`src/rtl/tm_inference_pkg.sv`:
```
// Shared types and constants for the inference result path: default batch geometry,
// marker words and the result-writer state encoding.
package tm_inference_pkg;

    localparam int CLASS_LEN = 4;
    localparam int IMAGES    = 8;

    localparam logic [31:0] DONE_MARK   = 32'hFFFF_FF01;
    localparam logic [31:0] END_MARK    = 32'hFFFF_FFFF;
    localparam logic [31:0] RESULT_MARK = 32'hFFFF_FF00;

    typedef logic [CLASS_LEN-1:0] class_t;

    typedef enum logic [1:0] {
        IDLE,
        WRITE,
        MARK,
        DONE
    } wr_state_t;

    // Number of 32-bit words needed to hold a batch of packed classes.
    function automatic int words_for(input int images, input int class_len);
        return (images * class_len + 31) / 32;
    endfunction

endpackage

```
`src/rtl/class_word_packer.sv`:
```
// Flattens an IMAGES x CLASS_LEN class array into WORDS 32-bit words, image 0 in the
// least significant bits, with unused upper bits forced to zero.
module class_word_packer
    import tm_inference_pkg::*;
#(
    parameter int CLASS_LEN = tm_inference_pkg::CLASS_LEN,
    parameter int IMAGES    = tm_inference_pkg::IMAGES,
    parameter int WORDS     = words_for(IMAGES, CLASS_LEN)
) (
    input  logic [IMAGES-1:0][CLASS_LEN-1:0] classes,
    output logic [WORDS-1:0][31:0]           words
);

    localparam int USED_BITS  = IMAGES * CLASS_LEN;
    localparam int TOTAL_BITS = WORDS * 32;

    logic [TOTAL_BITS-1:0] flat;

    generate
        for (genvar gi = 0; gi < IMAGES; gi++) begin : g_image
            assign flat[CLASS_LEN*gi +: CLASS_LEN] = classes[gi];
        end
        if (TOTAL_BITS > USED_BITS) begin : g_pad
            assign flat[TOTAL_BITS-1:USED_BITS] = '0;
        end
    endgenerate

    assign words = flat;

endmodule

```
`src/rtl/inference_result_writer.sv`:
```
// Snapshots a batch of predicted classes on each result_ready rising edge and writes the
// packed words, followed by a completion marker, into a BRAM result region.
module inference_result_writer
    import tm_inference_pkg::*;
#(
    parameter int          CLASS_LEN = tm_inference_pkg::CLASS_LEN,
    parameter int          IMAGES    = tm_inference_pkg::IMAGES,
    parameter logic [31:0] BASE_ADDR = 32'h0000_1000,
    parameter logic [31:0] DONE_MARK = tm_inference_pkg::DONE_MARK
) (
    input  logic                             clock,
    input  logic                             resetn,
    input  logic                             start,
    input  logic                             result_ready,
    input  logic [IMAGES-1:0][CLASS_LEN-1:0] predicted_class,
    output logic [31:0]                      addra,
    output logic [31:0]                      dina,
    output logic                             ena,
    output logic [3:0]                       wea,
    output logic                             busy,
    output logic                             done
);

    localparam int          WORDS     = words_for(IMAGES, CLASS_LEN);
    localparam logic [31:0] LAST_K    = 32'(WORDS - 1);
    localparam logic [31:0] MARK_ADDR = BASE_ADDR + 32'(4 * WORDS);

    wr_state_t              state_reg;
    logic                   rdy_q_reg;
    logic [31:0]            k_reg;
    logic [WORDS-1:0][31:0] snap_reg;

    logic [WORDS-1:0][31:0] packed_words;
    logic [31:0]            k_next;
    logic [31:0]            next_word;
    logic                   trigger;

    class_word_packer #(
        .CLASS_LEN (CLASS_LEN),
        .IMAGES    (IMAGES),
        .WORDS     (WORDS)
    ) u_packer (
        .classes (predicted_class),
        .words   (packed_words)
    );

    assign trigger = result_ready & ~rdy_q_reg & start;
    assign k_next  = k_reg + 32'd1;

    // Word that follows the one currently on the port, taken from the frozen snapshot.
    always_comb begin
        next_word = '0;
        for (int w = 0; w < WORDS; w++) begin
            if (k_next == 32'(w)) begin
                next_word = snap_reg[w];
            end
        end
    end

    always_ff @(posedge clock or negedge resetn) begin
        if (!resetn) begin
            state_reg <= IDLE;
            rdy_q_reg <= 1'b0;
            k_reg     <= '0;
            snap_reg  <= '0;
            addra     <= '0;
            dina      <= '0;
            ena       <= 1'b0;
            wea       <= '0;
            busy      <= 1'b0;
            done      <= 1'b0;
        end else begin
            rdy_q_reg <= result_ready;
            if (!start) begin
                // Abandon any sequence in flight; the marker is never written.
                state_reg <= IDLE;
                ena       <= 1'b0;
                wea       <= '0;
                busy      <= 1'b0;
                done      <= 1'b0;
            end else begin
                case (state_reg)
                    IDLE, DONE: begin
                        if (trigger) begin
                            snap_reg  <= packed_words;
                            k_reg     <= '0;
                            addra     <= BASE_ADDR;
                            dina      <= packed_words[0];
                            ena       <= 1'b1;
                            wea       <= 4'hF;
                            busy      <= 1'b1;
                            done      <= 1'b0;
                            state_reg <= WRITE;
                        end
                    end
                    WRITE: begin
                        // k_reg is the word currently on the port.
                        if (k_reg == LAST_K) begin
                            addra     <= MARK_ADDR;
                            dina      <= DONE_MARK;
                            state_reg <= MARK;
                        end else begin
                            k_reg <= k_next;
                            addra <= BASE_ADDR + (k_next << 2);
                            dina  <= next_word;
                        end
                    end
                    MARK: begin
                        ena       <= 1'b0;
                        wea       <= '0;
                        busy      <= 1'b0;
                        done      <= 1'b1;
                        state_reg <= DONE;
                    end
                    default: begin
                        state_reg <= IDLE;
                    end
                endcase
            end
        end
    end

endmodule
```
`config.mk`:
```
export PLATFORM = sky130hd
export DESIGN_NAME = inference_result_writer
export DESIGN_NICKNAME = d
export VERILOG_FILES = /design/src/rtl/tm_inference_pkg.sv /design/src/rtl/class_word_packer.sv /design/src/rtl/inference_result_writer.sv
export SDC_FILE = /design/constraint.sdc
export NUM_CORES = 1
export LEC_CHECK = 0
export ABC_AREA = 1
export BUFFER_PORTS_ARGS = -buffer_cell sky130_fd_sc_hd__clkbuf_2
export CORE_UTILIZATION = 58
export DETAILED_ROUTE_END_ITERATION = 8
export MAX_ROUTING_LAYER = met4
export PLACE_DENSITY = 0.91
export SKIP_CTS_REPAIR_TIMING = 1
export SYNTH_ARGS = -nofsm -noshare
export SYNTH_HDL_FRONTEND = slang
export SYNTH_HIERARCHICAL = 1
export SYNTH_SLANG_ARGS = --single-unit
```
`constraint.sdc`:
```
create_clock -name clock -period 3 [get_ports clock]
set_input_delay 0.3 -clock clock [delete_from_list [all_inputs] [get_ports clock]]
set_output_delay 0.3 -clock clock [all_outputs]
set_load 0.03 [all_outputs]
```
==> run metrics <==
die width=119 µm; Tightest Hold Check Type=input port to register; Setup Viol. Count Final=0; Int Power=0.00446 W; initial drt markers=928; Setup Skew=0.00801 ns; maximum number of pins on one net before global-route repair=55; post-synthesis sequential area ratio=0.416; CTS tree=yes; R2R setup slack=0.20 ns; site row count=42; maxcap violations=0; Flop pwr share=0.344; Async SR Flop Fraction=1.00; Clock Latency Late Sink=0.44 ns; routed len/inst=17.3 µm; endpoint type of the worst setup path=register; status=finished clean; Sw Ratio=0.396; Logic pwr share=0.357; P_sw=0.00293 W; yosys warns=6; Seq cells post-synth=131; die area=14,100 µm²; fin worst setup slack=0.199 ns; Clock Power Share=0.299; VDD IR-drop max=431 µV; worst path arrival time=3.16 ns; Worst-path clk slew=0.06 ns; Final ANT Viol Nets=0; most frequent cells in the layout=265 x nand2_1, 129 x dfrtp_1, 128 x nor2_1, 103 x clkbuf_2, 98 x inv_1; DRC viols=0; Yosys top cell by area=dfrtp_1; P per Cell Area=818 nW/µm²; io pins=107; actual slew at the worst max-slew pin=0.708 ns; Final Instance Area=9020 µm²; startpoint types=register; CP Max Fanout=8; Top Usage Layer GRT=met2; vias per cell=5.76; Core ar.=13,200 µm²; post-route clock period utilization=0.934; final wirelength=22,000 µm; Vias=7,325; post-synth top area share=0.416; # nets final=1,125; drt first pass iters=6; clk buf depth=2; antenna violations before repair=0; Post-synth EDFFs=0; synthesized area=7880 µm²; vias in the first global route=7,105; met3 Track Usage GR=0.0598; Post-Place Setup Slack=0.120 ns; Total Routing Usage GR=0.327; Synth cell types=37; GR Util met2=0.529; grt met1 use=0.393; fraction of layout cells with a size suffix above 1=0.261; achievable frequency=357 MHz; Final Slew Violations=0; fin util=0.681; dominant synthesized flop cell=dfrtp_1; Synth Instances=1,009; clk sinks=131; Final min period=2.80 ns; Hold WS=0.0316 ns; commonest non-fill, non-tap cell in the layout=nand2_1; antenna diode count=0; first-pass GRT wire length=35,000 µm; Synth area leaders=dfrtp_1 42%, nand2_1 13%, nor2_1 6.1%; WP data required=3.36 ns; CP Class=register to register; initial core utilization=0.595; CTS Root Cell=clkbuf_16; Fin. Hold Viols=0; Leak Pwr=4.46 nW; Port Buffer Count=104; cts bufs inserted=17; GPL Wtd Cong=0.964; Placed Area=8290 µm²; Die Y=119 µm; Worst slew margin=0.527; Layout area overhead=14.5%; DP HPWL=14,500 µm; Synth Area per Inst=7.81 µm²; H-tree Lvls=4; gr ovfl total=0
-- worst paths after layout --
path	start	end	cells past startpoint
max	k_reg[1]	dina[19]	19
max reg2reg	k_reg[1]	dina[19]	19
min in group asynchronous	resetn	dina[28]	2
max in group asynchronous	resetn	addra[23]	3
min reg2reg	addra[25]	addra[25]	2
min	result_ready	rdy_q_reg	1
-- metrics by stage --
stage / total power (W) / std cells / TNS (ns)
floorplan: 0.00436 / 1010 / 0
global placement: 0.00493 / 1234 / 0
detailed placement: 0.00506 / 1234 / 0
CTS: 0.00730 / 1266 / 0
global route: 0.00767 / 1271 / -0.0138
finish: 0.00738 / 1271 / 0
-- power by group through the flow --
stage,logic [W],registers (W),clock network (W)
2_1_floorplan,0.00142,0.00294,0
5_1_grt,0.00281,0.00258,0.00229
4_1_cts,0.00258,0.00251,0.00220
3_5_place_dp,0.00253,0.00254,0
3_3_place_gp,0.00243,0.00249,0
6_report,0.00264,0.00254,0.00220
-- kinds of logic (layout without fill, tap and decap cells) --
| family | after synthesis | count (layout) | synth area share |
|---|---|---|---|
| XOR/XNOR | 10 | 10 | 0.0111 |
| other | 1 | 2 | 0.000476 |
| multiplexers | 25 | 25 | 0.0357 |
| AND/OR/NAND/NOR | 529 | 529 | 0.312 |
| adder cells (fa/ha/maj) | 7 | 7 | 0.0111 |
| flip-flops | 131 | 131 | 0.416 |
| AO/OA/AOI/OAI | 130 | 130 | 0.101 |
| buffers and inverters | 176 | 261 | 0.112 |
-- metal layers --
layer | share of wire | up-vias
li1 | - | 3336
met1 | 0.40 | 3469
met2 | 0.49 | 425
met3 | 0.077 | 95
met4 | 0.038 | 0
met5 | 0 | -
-- synthesized netlist by cell type, types with 14 or more instances --
master,n
o22ai_1,20
o21ai_0,28
mux2_2,25
clkbuf_1,24
nand3_1,52
a21oi_2,30
nor2_1,129
nand2_1,266
inv_1,98
buf_4,40
dfrtp_1,131
nand2_2,14
nand3_2,32
a21oi_1,47
-- critical path: stages (launching register included) --
cell and delay [ns]:
dfrtp_2 0.43, ha_4 0.17, nand2_1 0.09, nor2_4 0.20, nand3_2 0.13, nand2_1 0.09, nand2_2 0.11, inv_1 0.13
ha_1 0.17, nand2_1 0.05, inv_1 0.05, nand3_1 0.07, nor2_1 0.09, nand2_1 0.05, nor2_1 0.10, nand2_1 0.10
nor2_4 0.24, clkbuf_16 0.24, nand3_2 0.09, a21oi_2 0.13
-- area by class of cell --
type                       instances  area (µm²)
sequential                       131        3280
multi-input combinational        703        3750
timing repair buffer             125         759
clock inverter                    11         150
clock buffer                      21         470
tap                              176         220
fill                            1001        4220
inverter                         104         390
No activity file was read; power rests on OpenSTA's default activity.
